--- config.mk ---
export PLATFORM = sky130hd
export DESIGN_NAME = braille_writer_flat
export DESIGN_NICKNAME = d
export VERILOG_FILES = /design/src/rtl/braille_pkg.sv /design/src/rtl/braille_writer_if.sv /design/src/rtl/btn_fall_detect.sv /design/src/rtl/braille_writer.sv /design/src/flat_wrapper.sv
export SDC_FILE = /design/constraint.sdc
export NUM_CORES = 2
export LEC_CHECK = 0
export CAP_MARGIN = 20
export CORE_ASPECT_RATIO = 0.7
export CORE_MARGIN = 4
export CORE_UTILIZATION = 55
export DETAILED_ROUTE_END_ITERATION = 16
export PLACE_DENSITY_LB_ADDON = 0.15
export SLEW_MARGIN = 10
export SYNTH_ARGS = -nofsm -noshare
export SYNTH_HDL_FRONTEND = slang
export SYNTH_SLANG_ARGS = --single-unit
--- constraint.sdc ---
create_clock -name clk -period 4.1 [get_ports clk]
set_clock_uncertainty 0.05 [all_clocks]
set_input_delay 0.41 -clock clk [delete_from_list [all_inputs] [get_ports clk]]
set_output_delay 0.41 -clock clk [all_outputs]
set_load 0.05 [all_outputs]
--- src/rtl/braille_pkg.sv ---
// rtl/braille_pkg.sv - shared state encoding and byte constants for the braille writer
package braille_pkg;

    typedef enum logic [1:0] {
        IDLE   = 2'd0,
        HEADER = 2'd1,
        STREAM = 2'd2,
        DONE   = 2'd3
    } state_t;

    localparam logic [7:0] BRAILLE_START = 8'h17;
    localparam logic [7:0] BRAILLE_END   = 8'h01;
    localparam logic [7:0] HEADER_PAD    = 8'h00;
    localparam logic [7:0] DOT6_MASK     = 8'h3F;

endpackage

--- src/rtl/braille_writer_if.sv ---
// rtl/braille_writer_if.sv - cell stream bundle from the writer to the braille reader
interface braille_writer_if;
    logic [7:0] braille_out;
    logic [7:0] braille_size;
    logic       braille_valid;

    modport master (output braille_out, braille_size, braille_valid);
    modport slave  (input  braille_out, braille_size, braille_valid);
endinterface

--- src/rtl/btn_fall_detect.sv ---
// rtl/btn_fall_detect.sv - two-flop button synchroniser with a one-cycle falling-edge pulse
module btn_fall_detect (
    input  logic clk,
    input  logic reset,
    input  logic btn,
    output logic pulse
);
    logic sync;
    logic prev;

    always_ff @(posedge clk) begin
        if (reset) begin
            sync <= 1'b0;
            prev <= 1'b0;
        end else begin
            sync <= btn;
            prev <= sync;
        end
    end

    assign pulse = prev & ~sync;
endmodule

--- src/rtl/braille_writer.sv ---
// rtl/braille_writer.sv - cell capture buffer and header+data streamer; BRAILLE_EIGHT_DOT_EN keeps dots 7/8
module braille_writer
    import braille_pkg::*;
#(
    parameter int MAX_CELLS = 255
) (
    input  logic             clk,
    input  logic             reset,
    input  logic [7:0]       dots_in,
    input  logic             enter,
    input  logic             erase,
    input  logic             send,
    braille_writer_if.master stream,
    output logic [7:0]       echo_out,
    output logic [7:0]       cell_count,
    output logic             full,
    output logic             busy
);
    localparam logic [7:0] MAX_CNT = 8'(MAX_CELLS);

    state_t     state;
    logic [7:0] rd_idx;
    logic [7:0] commit_val;
    logic       enter_ev, erase_ev, send_ev;
    logic       send_go, erase_go, enter_go;

    // Sized to the full 8-bit index range so counters address it directly.
    logic [7:0] cell_buf [256];

    btn_fall_detect u_enter (.clk(clk), .reset(reset), .btn(enter), .pulse(enter_ev));
    btn_fall_detect u_erase (.clk(clk), .reset(reset), .btn(erase), .pulse(erase_ev));
    btn_fall_detect u_send  (.clk(clk), .reset(reset), .btn(send),  .pulse(send_ev));

`ifdef BRAILLE_EIGHT_DOT_EN
    assign commit_val = dots_in;
`else
    assign commit_val = dots_in & DOT6_MASK;
`endif

    assign full = (cell_count == MAX_CNT);
    assign busy = (state != IDLE);

    // Send beats erase beats enter; an ignored send lets the others through.
    assign send_go  = (state == IDLE) && send_ev && (cell_count != 8'd0);
    assign erase_go = (state == IDLE) && !send_go && erase_ev && (cell_count != 8'd0);
    assign enter_go = (state == IDLE) && !send_go && !erase_go && enter_ev && !full;

    always_ff @(posedge clk) begin
        if (enter_go && !reset) begin
            cell_buf[cell_count] <= commit_val;
        end
    end

    always_ff @(posedge clk) begin
        if (reset) begin
            state                <= IDLE;
            cell_count           <= 8'd0;
            rd_idx               <= 8'd0;
            echo_out             <= 8'd0;
            stream.braille_out   <= 8'd0;
            stream.braille_size  <= 8'd0;
            stream.braille_valid <= 1'b0;
        end else begin
            case (state)
                IDLE: begin
                    if (send_go) begin
                        state                <= HEADER;
                        stream.braille_size  <= cell_count;
                        stream.braille_valid <= 1'b1;
                        stream.braille_out   <= HEADER_PAD;
                    end else if (erase_go) begin
                        cell_count <= cell_count - 8'd1;
                        echo_out   <= (cell_count > 8'd1) ? cell_buf[cell_count - 8'd2] : 8'd0;
                    end else if (enter_go) begin
                        cell_count <= cell_count + 8'd1;
                        echo_out   <= commit_val;
                    end
                end
                // Data is prefetched one cycle ahead so the output stays registered.
                HEADER: begin
                    stream.braille_out <= cell_buf[8'd0];
                    rd_idx             <= 8'd1;
                    state              <= STREAM;
                end
                STREAM: begin
                    if (rd_idx == stream.braille_size) begin
                        state                <= DONE;
                        stream.braille_valid <= 1'b0;
                        stream.braille_out   <= 8'd0;
                        stream.braille_size  <= 8'd0;
                        cell_count           <= 8'd0;
                        echo_out             <= 8'd0;
                    end else begin
                        stream.braille_out <= cell_buf[rd_idx];
                        rd_idx             <= rd_idx + 8'd1;
                    end
                end
                DONE:    state <= IDLE;
                default: state <= IDLE;
            endcase
        end
    end
endmodule

--- src/flat_wrapper.sv ---
// flat-port wrapper written by rule: the top's interface ports become plain ports
module braille_writer_flat import braille_pkg::*;
#(
    parameter int MAX_CELLS = 255
)
  (clk, reset, dots_in, enter, erase, send, echo_out, cell_count, full, busy, stream_braille_out, stream_braille_size, stream_braille_valid);
  braille_writer_if stream_i ();
  input  logic clk;
  input  logic reset;
  input  logic [7:0] dots_in;
  input  logic enter;
  input  logic erase;
  input  logic send;
  output logic [7:0] echo_out;
  output logic [7:0] cell_count;
  output logic full;
  output logic busy;
  output wire logic [$bits(stream_i.braille_out)-1:0] stream_braille_out;
  output wire logic [$bits(stream_i.braille_size)-1:0] stream_braille_size;
  output wire logic [$bits(stream_i.braille_valid)-1:0] stream_braille_valid;
  assign stream_braille_out = stream_i.braille_out;
  assign stream_braille_size = stream_i.braille_size;
  assign stream_braille_valid = stream_i.braille_valid;
  braille_writer #(.MAX_CELLS(MAX_CELLS)) u_core (.clk(clk), .reset(reset), .dots_in(dots_in), .enter(enter), .erase(erase), .send(send), .stream(stream_i), .echo_out(echo_out), .cell_count(cell_count), .full(full), .busy(busy));
endmodule
-- Word-level counts from Yosys, hierarchy flattened
Memory sizes are Yosys's and may differ from the RTL's. A register that Yosys moved wholly into a read port is not among the register bits.
Cells that the tools add are included.
- memory bits (writable): 1536
- logic and storage cells: 86
- register bits: 49
- bits of input ports: 13
- memories kept: 1
- memories (memory ; depth ; bits a word ; read ports ; clocked after memory_dff ; write ports ; line ; RTL):
    u_core.cell_buf ; 256 ; 6 ; 3 ; 1 ; 1 ; braille_writer.sv:28 ; logic [7:0] cell_buf [256];
- $lt $le $gt $ge: 1
- equal/unequal tests: 10
- multiplexer cells: 27
- bitwise operators: 6
- add/sub/neg operators: 4
- reductions and logical operators: 24
- operators with widths (operator ; count):
    2-to-1 mux 8 bit ; 14
    one-hot mux 8 bit (2 select lines) ; 4
    one-hot mux 8 bit (3 select lines) ; 1
    adder 8 x 1 -> 8 bit, second input constant ; 2
    logical AND 1 bit ; 9
    equality test 8 bit ; 1
    equality test 8 bit, second input constant ; 1
    > comparator 8 x 1 -> 1 bit, second input constant ; 1
    one-hot mux 2 bit (4 select lines) ; 1
    nonzero test 8 bit ; 1
    subtractor 8 x 1 -> 8 bit, second input constant ; 1
    subtractor 8 x 2 -> 8 bit, second input constant ; 1
    AND reduction 2 bit ; 3
    nonzero test 2 bit ; 3
    equality test 2 bit, second input constant ; 2
    zero test 1 bit ; 4
    2-to-1 mux 1 bit ; 4
    2-to-1 mux 2 bit ; 2
    != test 2 x 1 -> 1 bit, second input constant ; 2
    != test 2 bit, second input constant ; 2
    AND reduction 4 bit ; 1
    AND 1 bit ; 3
    != test 3 x 1 -> 1 bit, second input constant ; 1
    NOT 1 bit ; 3
    5 further kinds ; 5

-- Longest topological paths before layout
- depth in word-level cells: 16
- depth in mapped cells: 17

-- By module
From an unflattened synthesis, not the netlist that was laid out.
- cells, all modules: 4162
- area, all modules: 75108.3 um^2
- by module, submodules not included (module ; area each (um^2) ; cells an instance ; instances ; seq. area each (um^2)):
    braille_writer ; 74924.4 ; 4147 ; 1 ; 47065.1
    btn_fall_detect ; 61.3 ; 5 ; 3 ; 40.0

-- Least setup slack after synthesis
No wires, ideal clock.
- path type: register to register
- start: reg u_core.cell_count[0]
- end: mem u_core.cell_buf[22][0] (netlist bit), enable pin
- library setup time: 0.350 ns
- clock period less this slack: 4.614 ns
- data arrival time: 4.214 ns
- data required time: 3.700 ns
- buffers on the path: 8
- stages on the path, launching flop included: 17
- slack: -0.514 ns
- cells stage by stage: dfxtp_1 buf_2 buf_2 buf_2 buf_2 inv_2 buf_2 ha_1 buf_2 or3b_2 clkbuf_1 o21bai_2 nand2_2 nor4b_4 buf_4 nand3_1 nor2_1
- longest elaborated chain between the ends: 13
- elaborated cells on any way between the ends: 15
- classes of those cells: eq/ne (1); mux (2); reduce/logical (12)
- ends and longest elaborated chain (what ; line ; RTL):
    start: declaration ; braille_writer.sv:15 ; output logic [7:0] cell_count,
    start signal: assignment ; braille_writer.sv:72 ; cell_count <= cell_count - 8'd1;
    start signal: assignment ; braille_writer.sv:75 ; cell_count <= cell_count + 8'd1;
    nonzero test 8 bit ; braille_writer.sv:44, braille_writer.sv:45 ;
    logical AND 1 bit ; braille_writer.sv:44 ; assign send_go = (state == IDLE) && send_ev && (cell_count != 8'd0);
    zero test 1 bit ; braille_writer.sv:45, braille_writer.sv:46 ;
    logical AND 1 bit ; braille_writer.sv:45, braille_writer.sv:46 ;
    logical AND 1 bit (2 in series) ; braille_writer.sv:45 ; assign erase_go = (state == IDLE) && !send_go && erase_ev && (cell_count != 8'd0);
    zero test 1 bit ; braille_writer.sv:46 ; assign enter_go = (state == IDLE) && !send_go && !erase_go && enter_ev && !full;
    logical AND 1 bit (3 in series) ; braille_writer.sv:46 ;
    logical AND 1 bit ; braille_writer.sv:49 ; if (enter_go && !reset) begin
    2-to-1 mux 1 bit ; braille_writer.sv:49 ;
    2-to-1 mux 1 bit (implied by the code) ; braille_writer.sv:50 ; cell_buf[cell_count] <= commit_val;
    end: declaration ; braille_writer.sv:28 ;
Several ways; a longest one is shown, not always the timed one.

-- Final worst setup path
- start: reg u_core.cell_count[0]
- end: mem u_core.cell_buf[25][5] (netlist bit), enable pin
The elaborated chain is that of the path after synthesis.

==> out/results.ini <==
[run_status]
outcome=completed

[finish]
layoutNonFillerInstCount=6161
area_growth_from_synthesis_to_layout_pct=13.4
final_common_cell=edfxtp_1
fill_cells=9365
share_of_final_layout_standard_cells_stronger_than_drive_strength_1=0.359
layout.nets=4270
layout_common_cells=edfxtp_1 (1536), mux4_2 (844), buf_4 (362)
final_area_um2=85200

[floorplanning]
floorplan.core_area_um2=136000
core.rowCount=113
area_enclosed_by_the_die_boundary_um2=143000
dieWidth_um=450
die_h_um=317
effective_utilization_at_floorplan=0.554
top_level_ports=48

[sta]
slew_headroom=0.175
finalHoldViolations=0
postLayoutSetupSlackWorst_ns=0.0365
period_utilization_post_route=0.991
unrepaired_setup_endpoints_after_global_routing=no
final_max_slew_viol_count=0
tightest_slew_ns=1.21
peak_freq_mhz=246
period_needed_ns=4.06
timing.final.setup_violations=0

[setup_path]
critical_path.endpoint_type=flop
regToRegSetupSlack_ns=0.04
critical_path_peak_fanout=26
worstSetupPathType=flop to flop
timing.reg2reg.worst_path_depth=11
cp_slowest_stage_delay_ns=0.71
cp-start-kind=flop
path_cells=inv_4 > ha_1 > or3b_2 > o21bai_2 > nand2_2 > nor4b_4 > buf_12 > nand3_1 > buf_4 > nor2_1 > buf_4
critical-path-slowest-cell=nand3_1
critical_path.most_common_cell=buf_4
worst_ep_required_time_ns=4.56
crit-reg2reg-capture=u_core.cell_buf[25][5]$_DFFE_PP_
crit_start=u_core.cell_count[0]$_SDFFE_PP0P_
worst-endpoint-arrival_ns=4.52
worstSetupEndpoint=u_core.cell_buf[25][5]$_DFFE_PP_
worst_r2r_startpoint=u_core.cell_count[0]$_SDFFE_PP0P_

[cts]
insertion_delay_ns=0.81
root_buffer=clkbuf_16
tritoncts=built
clock_sinks=1589
htree_levels=4
cts_max_path_buffers=3
clock_edge_transition_at_the_registers_on_the_reported_setup_and_hold_paths_ns=0.06
cts_inserted_buffers=152

[power_and_ir_drop]
p_int_mw=28.5
worst_ir_drop_vdd_uv=411
switching_share=0.240
p_clk_frac=0.392
power_density_nw_per_um2=441
power.switching_mw=9.01
leakage_power_figure_nw=25.7
comb_power_share=0.131
share_seq_of_total_power=0.477

[placement]
instance_count_after_placement_with_tap_cells_included=5870
cell_area_placed_um2=80000
buffer_ports.inserted=41
hpwl_dp_um=161000
placer_s_final_routability_congestion_estimate=0.974
post-place-ws_ns=0.127

[synth]
async_reset_ff_frac=0
part_of_the_yosys_area_used_for_sequential_elements=0.629
synth.ff_latch_count=1589
post_synth.cell_area_avg_um2=19.0
synth_cell_types=75
ys_warn_count=0
synthesis.area_um2=75100
synth-edff-count=1536
syn-instance-count=3948
synth_ff_type=edfxtp_1

[global_routing]
gr_util_all_layers=0.339
grt_antenna_before_repair=8
global_route.overflow_total=0
grt_start_max_net_pins=141
grt_pass1_wl_um=337000
vias_in_the_first_global_route=43700

[drt]
route.detailed.wl_per_inst_um=38.9
detail_route.wirelength_um=240000
drtPass1Iterations=6
number_of_vias_per_cell=7.40
initialDrtViolationCount=7479
drcViolationCount=0
ant_nets=0
num_vias=45600

[job]
cap_viol_max_count=0

[hold_path]
worst_hold_startpoint=dots_in[5]
worst_hold_path_type=input port to flop

[routing by layer]
metal | GRT usage | up-vias | routed length [um]
met1 | 0.498 | 24100 | 93600
met3 | 0.157 | 453 | 39400
met4 | 0.105 | 6 | 7840
met5 | 0 | - | 34
met2 | 0.454 | 3636 | 98900
li1 | - | 17400 | -
[area by class of cell]
type,count,area [um2],share of cell area
Inverter,17,68.8,0.000808
Tap cell,1782,2230,0.0262
Timing Repair Buffer,442,3910,0.0459
Sequential cell,1589,47200,0.554
Multi-Input combinational cell,2042,26600,0.312
Antenna cell,6,15.0,0.000176
Clock buffer,189,3990,0.0469
Clock inverter,94,1130,0.0132
[kinds of logic after synthesis]
group,count (synthesis),share of synthesized area
compound gates,281,0.0269
xor+xnor,21,0.00245
fa+ha+maj,13,0.00217
buf+inv,326,0.0210
flops,1589,0.629
mux,1014,0.276
other cells,1,0.0000500
simple gates,703,0.0427
[sequential cells by signal (all words and copies together), names as in the netlist, 2 cells and up, named ones only]
name	cells
u_core.cell_buf	1536
u_core.cell_count	8
u_core.rd_idx	8
u_core.stream.braille_size	8
u_core.echo_out	6
u_core.stream.braille_out	6
u_core.state	2
[cell usage after synthesis (all sizes together), types with 5 or more instances]
cell / number / area, um2
a2111oi: 9 / 78.8
a211oi: 14 / 105
a21boi: 5 / 37.5
a21oi: 55 / 275
a221o: 5 / 50.1
a221oi: 9 / 78.8
a22o: 6 / 52.6
a22oi: 33 / 248
a31oi: 5 / 31.3
a32o: 5 / 50.1
and2: 13 / 81.3
and3: 8 / 50.1
buf: 190 / 1070
clkbuf: 119 / 447
dfxtp: 53 / 1060
edfxtp: 1536 / 46100
ha: 13 / 163
inv: 15 / 56.3
mux2: 10 / 113
mux2i: 160 / 1600
mux4: 844 / 19000
nand2: 152 / 573
nand2b: 15 / 93.8
nand3: 79 / 440
nand4: 23 / 163
nor2: 325 / 1220
nor2b: 25 / 156
nor3: 25 / 125
o2111ai: 6 / 52.6
o21ai: 26 / 130
o221ai: 31 / 272
o22ai: 26 / 163
o311ai: 7 / 61.3
o32ai: 10 / 87.6
or2: 6 / 37.5
or4: 9 / 67.6
xnor2: 13 / 114
xor2: 8 / 70.1
[worst max-delay path, delay by kind of cell (launching register included)]
kind | cells | cell delay [ns]
DFF | 1 | 0.42
and+or+nand+nor | 5 | 1.89
adders and majority gates | 1 | 0.16
AOI/OAI and AO/OA | 1 | 0.20
buffers and inverters | 4 | 0.98
[worst min-delay path by stage]
| stage | depth (start not counted) | slack [ns] | endpoint |
|---|---|---|---|
| finish | 1 | 0.07 | u_core.cell_buf[162][5]$_DFFE_PP_ |
| global route | 1 | 0.09 | u_core.cell_buf[134][5]$_DFFE_PP_ |
| CTS | 2 | 0.05 | u_core.u_erase.sync$_SDFF_PP0_ |
| detailed placement | 1 | 0.41 | u_core.u_erase.prev$_SDFF_PP0_ |
| global placement | 1 | 0.41 | u_core.u_erase.prev$_SDFF_PP0_ |
| floorplan | 2 | 0.37 | u_core.u_enter.prev$_SDFF_PP0_ |
[through the flow]
| stage | util | power (mW) | TNS [ns] | hold slack, ns |
|---|---|---|---|---|
| 5_1_grt | 0.628 | 38.6 | 0 | 0.0913 |
| 6_report | 0.628 | 37.5 | 0 | 0.0724 |
| 3_5_place_dp | 0.590 | 23.1 | 0 | 0.414 |
| 3_3_place_gp | 0.590 | 23.1 | 0 | 0.413 |
| 2_1_floorplan | - | 21.6 | -155.88 | 0.366 |
| 4_1_cts | 0.628 | 37.6 | 0 | 0.0500 |
[power by group through the flow]
stage | logic [mW] | clock network, mW | registers, mW
floorplan | 3.44 | 0 | 18.2
global placement | 4.84 | 0 | 18.2
detailed placement | 4.86 | 0 | 18.3
CTS | 4.88 | 14.8 | 17.9
global route | 5.17 | 15.6 | 17.9
finish | 4.91 | 14.7 | 17.9
[timing repair]
action / in CTS / in global routing
resized for setup: 0 / 1
setup endpoints to repair: 0 / 6
hold buffers: 1 / 0
setup buffers: 0 / 0
hold endpoints to repair: 14 / 0
Note: power is estimated with default switching activity, not from simulation.
